## src/rtl/ifetch_queue_if.sv

```systemverilog
// Instruction-memory request/acknowledge bus between the fetch queue and memory.
// The fetch queue is the master: it raises mem_req with mem_addr and holds both
// until the memory answers with mem_ack and mem_rdata.
interface ifetch_queue_if;
    logic        mem_req;
    logic [31:0] mem_addr;
    logic        mem_ack;
    logic [31:0] mem_rdata;

    modport master (
        output mem_req,
        output mem_addr,
        input  mem_ack,
        input  mem_rdata
    );

    modport slave (
        input  mem_req,
        input  mem_addr,
        output mem_ack,
        output mem_rdata
    );
endinterface

```

## src/rtl/ifetch_queue.sv

```systemverilog
// Instruction-fetch queue feeding the IF/ID register.
// Fetches sequential words over the req/ack bus and buffers up to DEPTH of them,
// each tagged with PC+4. A redirect flushes the buffer. A request that is
// already in flight is still completed on the bus and its data is thrown away.
module ifetch_queue #(
    parameter int          DEPTH    = 4,
    parameter logic [31:0] RESET_PC = 32'h0000_0000
) (
    input  logic                         clk,
    input  logic                         rst,
    ifetch_queue_if.master               mem,
    input  logic                         redirect,
    input  logic [31:0]                  redirect_pc,
    input  logic                         deq,
    output logic                         inst_valid,
    output logic [31:0]                  inst,
    output logic [31:0]                  inst_pc4,
    output logic [$clog2(DEPTH+1)-1:0]   count
);

    localparam int PW = $clog2(DEPTH);
    localparam int CW = $clog2(DEPTH + 1);
    localparam logic [CW-1:0] DEPTH_C  = CW'(DEPTH);
    localparam logic [CW:0]   DEPTH_CX = (CW + 1)'(DEPTH);

    typedef enum logic [1:0] {
        ST_IDLE = 2'd0,
        ST_REQ  = 2'd1,
        ST_DROP = 2'd2
    } state_e;

    state_e         state_r;
    logic [31:0]    fpc_r;          // next fetch address; holds the in-flight address while dropping
    logic [31:0]    fpc_target_r;   // where to resume once the dropped request completes
    logic           req_r;
    logic [PW-1:0]  rd_ptr_r;
    logic [PW-1:0]  wr_ptr_r;
    logic [CW-1:0]  count_r;
    logic [31:0]    word_mem_r [DEPTH];
    logic [31:0]    pc4_mem_r  [DEPTH];

    logic           pop_s;
    logic           push_s;
    logic           full_s;
    logic           room_s;
    logic [CW:0]    next_cnt_s;

    // Queue bookkeeping: pop/push qualification and next-cycle occupancy
    always_comb begin
        inst_valid = (count_r != {CW{1'b0}});
        full_s     = (count_r == DEPTH_C);
        pop_s      = deq & inst_valid & ~redirect;
        push_s     = (state_r == ST_REQ) & mem.mem_ack & ~redirect;
        next_cnt_s = {1'b0, count_r} + {{CW{1'b0}}, push_s} - {{CW{1'b0}}, pop_s};
        room_s     = (next_cnt_s < DEPTH_CX);
    end

    // Fetch control FSM; mem_req is registered together with the state
    always_ff @(posedge clk or negedge rst) begin
        if (!rst) begin
            state_r      <= ST_IDLE;
            fpc_r        <= RESET_PC;
            fpc_target_r <= RESET_PC;
            req_r        <= 1'b0;
        end else begin
            case (state_r)
                ST_IDLE: begin
                    if (redirect) begin
                        fpc_r <= redirect_pc;
                    end else if (!full_s || pop_s) begin
                        state_r <= ST_REQ;
                        req_r   <= 1'b1;
                    end else begin
                        state_r <= ST_IDLE;
                    end
                end
                ST_REQ: begin
                    if (mem.mem_ack) begin
                        if (redirect) begin
                            fpc_r   <= redirect_pc;
                            state_r <= ST_IDLE;
                            req_r   <= 1'b0;
                        end else begin
                            fpc_r <= fpc_r + 32'd4;
                            if (!room_s) begin
                                state_r <= ST_IDLE;
                                req_r   <= 1'b0;
                            end else begin
                                state_r <= ST_REQ;
                            end
                        end
                    end else if (redirect) begin
                        fpc_target_r <= redirect_pc;
                        state_r      <= ST_DROP;
                    end else begin
                        state_r <= ST_REQ;
                    end
                end
                ST_DROP: begin
                    if (mem.mem_ack) begin
                        fpc_r   <= redirect ? redirect_pc : fpc_target_r;
                        state_r <= ST_IDLE;
                        req_r   <= 1'b0;
                    end else if (redirect) begin
                        fpc_target_r <= redirect_pc;
                    end else begin
                        state_r <= ST_DROP;
                    end
                end
                default: begin
                    state_r <= ST_IDLE;
                    req_r   <= 1'b0;
                end
            endcase
        end
    end

    // Pointers and occupancy; a redirect empties the queue by snapping rd to wr
    always_ff @(posedge clk or negedge rst) begin
        if (!rst) begin
            rd_ptr_r <= {PW{1'b0}};
            wr_ptr_r <= {PW{1'b0}};
            count_r  <= {CW{1'b0}};
        end else if (redirect) begin
            rd_ptr_r <= wr_ptr_r;
            count_r  <= {CW{1'b0}};
        end else begin
            if (push_s) begin
                wr_ptr_r <= wr_ptr_r + PW'(1);
            end
            if (pop_s) begin
                rd_ptr_r <= rd_ptr_r + PW'(1);
            end
            count_r <= next_cnt_s[CW-1:0];
        end
    end

    // Entry storage; contents are meaningful only between rd and wr, so no reset
    always_ff @(posedge clk) begin
        if (push_s) begin
            word_mem_r[wr_ptr_r] <= mem.mem_rdata;
            pc4_mem_r[wr_ptr_r]  <= fpc_r + 32'd4;
        end
    end

    assign mem.mem_req  = req_r;
    assign mem.mem_addr = fpc_r;
    assign count        = count_r;
    assign inst         = inst_valid ? word_mem_r[rd_ptr_r] : 32'h0000_0000;
    assign inst_pc4     = inst_valid ? pc4_mem_r[rd_ptr_r]  : 32'h0000_0000;

endmodule

```

## src/flat_wrapper.sv

```systemverilog
// flat-port wrapper written by rule: the top's interface ports become plain ports
module ifetch_queue_flat 
#(
    parameter int          DEPTH    = 4,
    parameter logic [31:0] RESET_PC = 32'h0000_0000
)
  (clk, rst, redirect, redirect_pc, deq, inst_valid, inst, inst_pc4, count, mem_mem_req, mem_mem_addr, mem_mem_ack, mem_mem_rdata);
  ifetch_queue_if mem_i ();
  input  logic clk;
  input  logic rst;
  input  logic redirect;
  input  logic [31:0] redirect_pc;
  input  logic deq;
  output logic inst_valid;
  output logic [31:0] inst;
  output logic [31:0] inst_pc4;
  output logic [$clog2(DEPTH+1)-1:0] count;
  output wire logic [$bits(mem_i.mem_req)-1:0] mem_mem_req;
  output wire logic [$bits(mem_i.mem_addr)-1:0] mem_mem_addr;
  input wire logic [$bits(mem_i.mem_ack)-1:0] mem_mem_ack;
  input wire logic [$bits(mem_i.mem_rdata)-1:0] mem_mem_rdata;
  assign mem_mem_req = mem_i.mem_req;
  assign mem_mem_addr = mem_i.mem_addr;
  assign mem_i.mem_ack = mem_mem_ack;
  assign mem_i.mem_rdata = mem_mem_rdata;
  ifetch_queue #(.DEPTH(DEPTH), .RESET_PC(RESET_PC)) u_core (.clk(clk), .rst(rst), .mem(mem_i), .redirect(redirect), .redirect_pc(redirect_pc), .deq(deq), .inst_valid(inst_valid), .inst(inst), .inst_pc4(inst_pc4), .count(count));
endmodule
```

## config.mk

```make
export PLATFORM = sky130hd
export DESIGN_NAME = ifetch_queue_flat
export DESIGN_NICKNAME = d
export VERILOG_FILES = /design/src/rtl/ifetch_queue_if.sv /design/src/rtl/ifetch_queue.sv /design/src/flat_wrapper.sv
export SDC_FILE = /design/constraint.sdc
export NUM_CORES = 1
export LEC_CHECK = 0
export CAP_MARGIN = 20
export CORE_MARGIN = 2
export CORE_UTILIZATION = 45
export CTS_CLUSTER_SIZE = 24
export DETAILED_ROUTE_END_ITERATION = 12
export GPL_TIMING_DRIVEN = 0
export HOLD_SLACK_MARGIN = 0.06
export PLACE_DENSITY = 0.67
export SLEW_MARGIN = 30
export SYNTH_ARGS = -nofsm -noshare
export SYNTH_HDL_FRONTEND = slang
export SYNTH_SLANG_ARGS = --single-unit
```

## constraint.sdc

```tcl
create_clock -name clk -period 6.5 [get_ports clk]
set_clock_uncertainty 0.1 [all_clocks]
set_input_delay 0.975 -clock clk [delete_from_list [all_inputs] [get_ports clk]]
set_output_delay 0.975 -clock clk [all_outputs]
set_load 0.005 [all_outputs]
```

* Word-level counts from Yosys, hierarchy flattened *
Memories as Yosys holds them, arrays and structs flattened.
Cells that the tools add are included.

storage, ports and cells
  memories kept = 2
  output and inout bits = 101
  RAM bits = 256
  input port bits = 69
  register bits = 74

memory list
  memory             words  bits a word  read ports  clocked after Yosys merged registers in  write ports  RTL line            source
  u_core.pc4_mem_r   4      32           1           0                                        1            ifetch_queue.sv:40  logic [31:0] pc4_mem_r [DEPTH];
  u_core.word_mem_r  4      32           1           0                                        1            ifetch_queue.sv:39  logic [31:0] word_mem_r [DEPTH];

operators by class
  equality and inequality tests = 10
  order comparisons = 1
  add/sub/neg operators = 5
  multiplexer cells = 29
  reductions and logical operators = 12
  bitwise logic cells = 6

operators by type and width
  cell                   number
  $mux 32                7
  $pmux 32 s3            1
  $add 32x3->32 const B  1
  $mux 2                 8
  $mux 1                 10
  $ne 2x2->1 const B     4
  $ne 3x3->1 const B     2
  $pmux 2 s3             1
  $reduce_and 2->1       3
  $reduce_bool 3->1      2
  $reduce_and 5->1       1
  $add 2x1->2 const B    2
  $add 3x1->4            1
  $and 1x1->1            4
  $lt 4x3->1 const B     1
  $reduce_and 4->1       1
  $sub 4x1->4            1
  $eq 3x3->1 const B     1
  $mux 3                 1
  $pmux 1 s3             1
  $eq 2x1->1 const B     1
  $eq 2x2->1 const B     1
  $logic_not 2->1        1
  $ne 2x1->1 const B     1
  5 further kinds        6

* Depth between registers and ports, before layout *
Gate-level depths: netlist of run 1.

  depth after elaboration = 10
  mapped depth = 14

* Worst setup path before layout of run 1 *
Ideal clock, no wire load.

  path kind = input to register
  from = in redirect
  to = mem u_core.pc4_mem_r[0][0], enable pin
  stages on the path = 4
  slack = 2.761 ns
  arrival time = 3.210 ns
  path buffers = 2
  cell sequence = nor2b_1 clkbuf_1 clkbuf_1 and3_1

between the ends
  cells in the longest elaborated chain, start to end = 4

RTL lines
  what                          RTL line             source
  from (decl)                   flat_wrapper.sv:11   input logic redirect;
  $not 1->1 (no source line)    --
  $and 1x1->1                   ifetch_queue.sv:53   push_s = (state_r == ST_REQ) & mem.mem_ack & ~redirect;
  $mux 1                        ifetch_queue.sv:140  if (push_s) begin
  $mux 1 (not written as such)  ifetch_queue.sv:142  pc4_mem_r[wr_ptr_r] <= fpc_r + 32'd4;
  to (decl)                     ifetch_queue.sv:40

Every way passes these cells.

* Worst setup path in the final report of run 1 *
  from = reg u_core.rd_ptr_r[1]
  to = out inst_pc4[3]

between the ends
  cells in the longest elaborated chain, start to end = 2

RTL lines
  what                    RTL line             source
  from (decl)             ifetch_queue.sv:36   logic [PW-1:0] rd_ptr_r;
  from (signal assigned)  ifetch_queue.sv:121  rd_ptr_r <= {PW{1'b0}};
  from (signal assigned)  ifetch_queue.sv:125  rd_ptr_r <= wr_ptr_r;
  from (signal assigned)  ifetch_queue.sv:132  rd_ptr_r <= rd_ptr_r + PW'(1);
  $mem_v2 4x32            --
  $mux 32                 ifetch_queue.sv:150  assign inst_pc4 = inst_valid ? pc4_mem_r[rd_ptr_r] : 32'h0000_0000;
  to (decl)               flat_wrapper.sv:16   output logic [31:0] inst_pc4;

Every way passes these cells.

==> results.md, run 1 <==
- Max incr delay on CP: roughly 0.6 ns
- Yosys cell types: 67
- Clk_lat worst skew: roughly 0.52 ns
- Largest net degree at the start of global routing: between 50 and 60
- Clock Tree Root: clkbuf_16
- Seq/Total Area, Yosys: about 66%
- Mean Syn Cell Area: around 15 um2
- Met3 usage in global routing: under 10%
- Post-route ant nets: 0
- Nets: about 1,200
- Initial Util: 45.8%
- Grt ovf: 0
- DP Worst Slack: 1.77 ns
- Vias in the first global route: between 9,000 and 10,000
- Clk slew on worst S/H paths: approximately 0.06 ns
- FP Rows: 65
- Number of flops mapped to enable cells by yosys: roughly 260
- CTS resizes: 0
- Clk pwr share: approximately a quarter
- Max Cap Viol: 0
- Syn nets: 1,030
- Yosys top cell area share: a little over half
- Seq pwr share: 35.1%
- Post-DP HPWL: roughly 24 mm
- Sw frac: 33.0%
- Post-synth top area cell: edfxtp_1
- Area grow syn2layout: 24.6%
- Largest cells by area after synthesis: edfxtp_1 (53%), dfrtp_1 (13%), mux4_2 (9.9%)
- Met2 usage: 33.6%
- Worst setup SP type: flop
- Slew Limit Fails: 0
- Logic pwr share: about two fifths
- Routability cong.: around 0.87
- Top delay family on crit path: buffers and inverters
- IO buf count: roughly 170
- Rel. slew slack: approximately 45%
- Most used DFF post-synth: edfxtp_1
- Setup ws final: 2.32 ns
- Highest clock rate: approximately 0.24 GHz
- Worst-case clock buffer depth: 3
- Period minus WS final: between 4 and 5 ns
- Clk sinks: between 300 and 400
- CTS tree: built
- Critical path peak fanout: 10
- # hold bufs at CTS: 0
- Mean routed wirelength per cell: 21.8 um
- DIE HEIGHT: between 150 and 200 um
- Initial antenna violation count: 0
- Total power per unit cell area: just under 500 nW/um2
- Setup CP Type: reg -> out
- WP buf/inv: 3
- Synth Warn #: 0
- GR Layer Usage met1: between 20% and 30%
- Status: finished, final reports clean
- Leak pwr: approximately 6.3 nW
- Final hold slack: 0.187 ns
- Slew of the pin with the lowest slew margin: around 0.82 ns
- Vias per cell: ~5.7
- Hold Fails Final Rpt: 0
- Die area: approximately 34,000 um2
- Pre-Repair DR Iteration Count: 5
- RSZ-0062 raised after global routing: false
- Slowest cell on crit path: buf_1
- WP data required: between 5 and 6 ns
- Setup TNS Final: 0 ns
- Crit-path cells: clkbuf_1 -> buf_1 -> mux4_2 -> and2_1 -> clkdlybuf4s50_1
- DIE WIDTH: around 180 um
- Core area: roughly 32,000 um2
- Top-Level Pins: 170
- Diode count: 0
- Synth Instances: roughly 950
- Layout cells sized above 1: between 15 and 20%
- Drt drc: 0
- Global-route wire length before repair: around 53 mm
- Total setup buffers inserted after CTS: 0
- Netlist Area Pre-Place: 14,500 um2
- CTS Buf Count: 36
- Total GRT Usage: 20.7%
- Internal: 0.00582 W
- Busiest grt layer: met2
- VDD IR-drop max: between 0.0002 and 0.0003 V
- Final Cycle Share: 64.4%
- DRT Wirelength: about 35 mm
- Setup-failing EPs final: 0
- H-tree depth: 2
- Async set-reset flop share out of synthesis: 22.4%
- Switch Pwr: approximately 0.0029 W
- Synthesized flop and latch total: 330
- Nature of the critical path endpoint: output pin
- Hold Crit Class: in -> async
- Critical path data arrival time: between 3 and 4 ns
- Vias: about 9,000
- Drt initial violations: between 800 and 900
[cells in the mapped netlist (5+ instances only)]
cell type	number
buf_2	15
o21ai_0	50
xor2_1	14
a21oi_1	9
a221o_1	7
nand2b_1	5
buf_1	5
o211ai_1	6
nand4_1	7
a221oi_1	16
and3_1	12
nor3_1	19
dfrtp_1	74
nand3_1	13
a22o_1	9
nor2b_1	5
nand2_1	42
mux2_2	34
mux4_2	64
a31oi_1	7
xnor2_1	16
clkbuf_1	39
inv_1	20
ha_1	13
o31ai_1	9
nor2_1	48
and2_1	67
edfxtp_1	256
[kinds of logic (layout without fill, tap and decap cells)]
logic type	Yosys count	count (layout)	synth area share [%]
XOR/XNOR	31	31	1.92
AND/OR/NAND/NOR	244	244	9.30
flip-flops	330	330	65.6
adder cells (fa/ha/maj)	14	14	1.26
multiplexers	100	100	12.7
AO/OA/AOI/OAI	148	148	7.02
buffers and inverters	80	319	2.22
[final timing paths]
kind                                         start                       end  slack, ns  depth (start not counted)
max                             u_core.rd_ptr_r[1]               inst_pc4[3]       2.32                          5
min                                            rst           u_core.count[2]       0.19                          1
max reg2reg                      u_core.state_r[1]  u_core.word_mem_r[0][15]       2.72                          8
min reg2reg                u_core.fpc_target_r[11]   u_core.fpc_target_r[11]       0.40                          1
max in group asynchronous                      rst   u_core.mem.mem_addr[17]       5.54                          2
min in group clk           u_core.fpc_target_r[11]   u_core.fpc_target_r[11]       0.40                          1
[metrics by stage]
step | cell area (um2) | total power (W) | std cells | util [%]
after floorplan | 14500 | 0.00499 | 947 | -
after global placement | 16700 | 0.00655 | 1517 | 52.7
after detailed placement | 16900 | 0.00661 | 1522 | 53.2
after CTS | 18100 | 0.00876 | 1588 | 57.1
after global routing | 18100 | 0.00917 | 1588 | 57.1
final | 18100 | 0.00870 | 1588 | 57.1
[cell usage in the layout, fill, tap and decap left out, types with 19 or more instances in the layout]
| cell type | netlist | routed |
|---|---|---|
| mux4_2 | 64 | 64 |
| clkdlybuf4s50_1 | 0 | 167 |
| o21ai_0 | 50 | 50 |
| clkbuf_16 | 0 | 36 |
| edfxtp_1 | 256 | 256 |
| dfrtp_1 | 74 | 74 |
| and2_1 | 67 | 67 |
| nand2_1 | 42 | 42 |
| nor2_1 | 48 | 48 |
| inv_1 | 20 | 20 |
| mux2_2 | 34 | 34 |
| nor3_1 | 19 | 19 |
| clkbuf_1 | 39 | 47 |
[power by group through the flow]
stage | clock network (W) | logic (W) | registers (W)
2_1_floorplan | 0 | 0.00198 | 0.00301
5_1_grt | 0.00226 | 0.00382 | 0.00309
3_3_place_gp | 0 | 0.00346 | 0.00309
4_1_cts | 0.00217 | 0.00355 | 0.00305
6_report | 0.00213 | 0.00351 | 0.00305
3_5_place_dp | 0 | 0.00353 | 0.00309
[sequential cells by signal, indices dropped and copies added (netlist names)]
| name | cells |
|---|---|
| u_core.pc4_mem_r | 128 |
| u_core.word_mem_r | 128 |
| u_core.fpc_target_r | 32 |
| u_core.mem.mem_addr | 32 |
| u_core.count | 3 |
| u_core.rd_ptr_r | 2 |
| u_core.state_r | 2 |
| u_core.wr_ptr_r | 2 |
| u_core.mem.mem_req | 1 |
[routing by layer]
layer	routed length, um	vias to the layer above
met1	14900	4494
met4	629	0
met2	16600	366
li1	-	4115
met3	2530	44
met5	0	-
[area by class of cell]
type / instances / area, um2
Buffer: 60 / 250
Inverter: 20 / 75.1
Timing Repair Buffer: 173 / 1800
Clock inverter: 22 / 318
Fill cell: 2523 / 13600
Sequential cell: 330 / 9540
Multi-Input combinational cell: 537 / 4700
Clock buffer: 44 / 931
Tap cell: 402 / 503
Note: power is estimated with default switching activity, not from simulation.
==> run 2: changes to the inputs <==
- PLACE_DENSITY: 0.67 -> 0.7
- clock period: 6.5 -> 3.8 ns (I/O delays scaled with it)
==> results.md, run 2 (synthesis results as in run 1) <==
- Post-DP HPWL: approximately 24 mm
- Setup CP Type: reg -> reg
- Status: finished, final reports clean
- Post-route ant nets: 0
- FP Rows: 65
- Final Cycle Share: a little over nine tenths
- Vias per cell: 5.80
- DRT Wirelength: between 30 and 40 mm
- Clk_lat worst skew: ~0.52 ns
- Top-Level Pins: 170
- Total power per unit cell area: 819 nW/um2
- Drt initial violations: 875
- Commonest non-fill, non-tap cell in the layout: edfxtp_1
- Slew of the pin with the lowest slew margin: ~0.85 ns
- Clock Tree Root: clkbuf_16
- Area grow syn2layout: 24.2%
- Critical path peak fanout: 37
- WP data required: about 3.9 ns
- Worst setup SP type: flop
- Mean routed wirelength per cell: 22.2 um
- Period minus WS final: 3.68 ns
- Largest net degree at the start of global routing: 50
- IO buf count: roughly 170
- Pre-Repair DR Iteration Count: 5
- Setup-failing EPs final: 0
- Core area: 31,700 um2
- Biggest regs: u_core.pc4_mem_r: 128 flops, u_core.word_mem_r: 128 flops
- Critical path data arrival time: about 3.8 ns
- Final hold slack: roughly 0.38 ns
- Die area: between 30,000 and 40,000 um2
- DIE WIDTH: 184 um
- Setup TNS Final: 0 ns
- RSZ-0062 raised after global routing: false
- Total GRT Usage: between 20% and 30%
- Clk slew on worst S/H paths: roughly 0.060 ns
- Initial Util: between 40% and 50%
- Slew Limit Fails: 0
- Vias: 9,185
- VDD IR-drop max: between 0.0004 and 0.0005 V
- Highest clock rate: between 0.2 and 0.3 GHz
- Vias in the first global route: between 9,000 and 10,000
- Initial antenna violation count: 0
- Layout cells sized above 1: roughly 17%
- Most frequent cells in the layout: edfxtp_1 (256), clkdlybuf4s50_1 (167), dfrtp_1 (74)
- Post-layout util: a little under three fifths
- Hold Fails Final Rpt: 0
- CTS tree: built
- Nature of the critical path endpoint: flop
- DIE HEIGHT: 184 um
- Rel. slew slack: between 40% and 50%
- Global-route wire length before repair: between 50 and 60 mm
- Fillers: approximately 2,500
- H-tree depth: 2
- Total power: 0.0148 W
- Leak pwr: approximately 6.3 nW
- Nets: 1,240
- Worst-case clock buffer depth: 3
- Grt ovf: 0
- Clk sinks: 330
- Routability cong.: slightly below 0.9
- Max Cap Viol: 0
- Diode count: 0
- CTS Buf Count: 35
- Hold Crit Class: in -> async
- Drt drc: 0
- Total setup buffers inserted after CTS: 0
[run 2: changes by cell type in the layout (fill, tap and decap cells not counted), sizes merged]
cell         before  now
clkbuf           84   78
inv              20   23
clkinv           14   12
and3             13   14
buf              26   25
dlygate4sd3       0    1
[run 2: cell type report]
class / count / area, um2 / area share (%)
buffer: 58 / 248 / 1.37
clock buffer: 39 / 891 / 4.93
clock inverter: 23 / 300 / 1.66
inverter: 20 / 75.1 / 0.416
multi-input combinational: 538 / 4710 / 26.1
sequential: 330 / 9540 / 52.8
tap: 402 / 503 / 2.78
timing repair buffer: 174 / 1800 / 9.97
[run 2: per-layer routing]
layer	global-route usage (%)	part of all wire, %
met1	28.6	43
met2	34.2	48
met4	5.41	1.9
met5	0	0
met3	4.20	6.9
[run 2: through the flow]
step | instance area (um2) | instances | setup slack (ns)
floorplan | 14500 | 947 | 0.212
global placement | 16700 | 1517 | -2.04
detailed placement | 16900 | 1522 | -0.490
CTS | 18100 | 1585 | 0.0254
global route | 18100 | 1584 | 0.0207
finish | 18100 | 1584 | 0.117
[run 2: report_power, final]
part | leakage, nW | switching (W) | internal [W]
registers | 3.21 | 0.000529 | 0.00472
logic | 2.50 | 0.00299 | 0.00300
clock network | 0.589 | 0.00138 | 0.00217
[run 2: worst max-delay path: stages (launching register included)]
cell	delay (ns)
dfrtp_1	0.40
inv_1	0.11
ha_1	0.17
buf_2	0.23
nor2b_1	0.28
clkbuf_1	0.59
clkbuf_2	0.45
and3_4	0.68
buf_12	0.28
[run 2: final timing paths]
| kind | startpoint | slack (ns) | depth (start not counted) | end |
|---|---|---|---|---|
| worst max-delay path | u_core.state_r[1] | 0.12 | 8 | u_core.word_mem_r[1][18] |
| worst min-delay path | rst | 0.38 | 2 | u_core.count[2] |
| worst max register to register | u_core.state_r[1] | 0.12 | 8 | u_core.word_mem_r[1][18] |
| worst min register to register | u_core.fpc_target_r[5] | 0.40 | 1 | u_core.fpc_target_r[5] |
| max in group asynchronous | rst | 2.65 | 3 | u_core.fpc_target_r[17] |
| min in group clk | u_core.fpc_target_r[5] | 0.40 | 1 | u_core.fpc_target_r[5] |
[run 2: what timing repair did]
| action | CTS | global route |
|---|---|---|
| pin swaps | 0 | 2 |
| gates resized for setup | 1 | 7 |
| setup endpoints to repair | 3 | 171 |
| hold endpoints to repair | 25 | 0 |
| hold buffers | 1 | 0 |
| gates cloned | 0 | 1 |
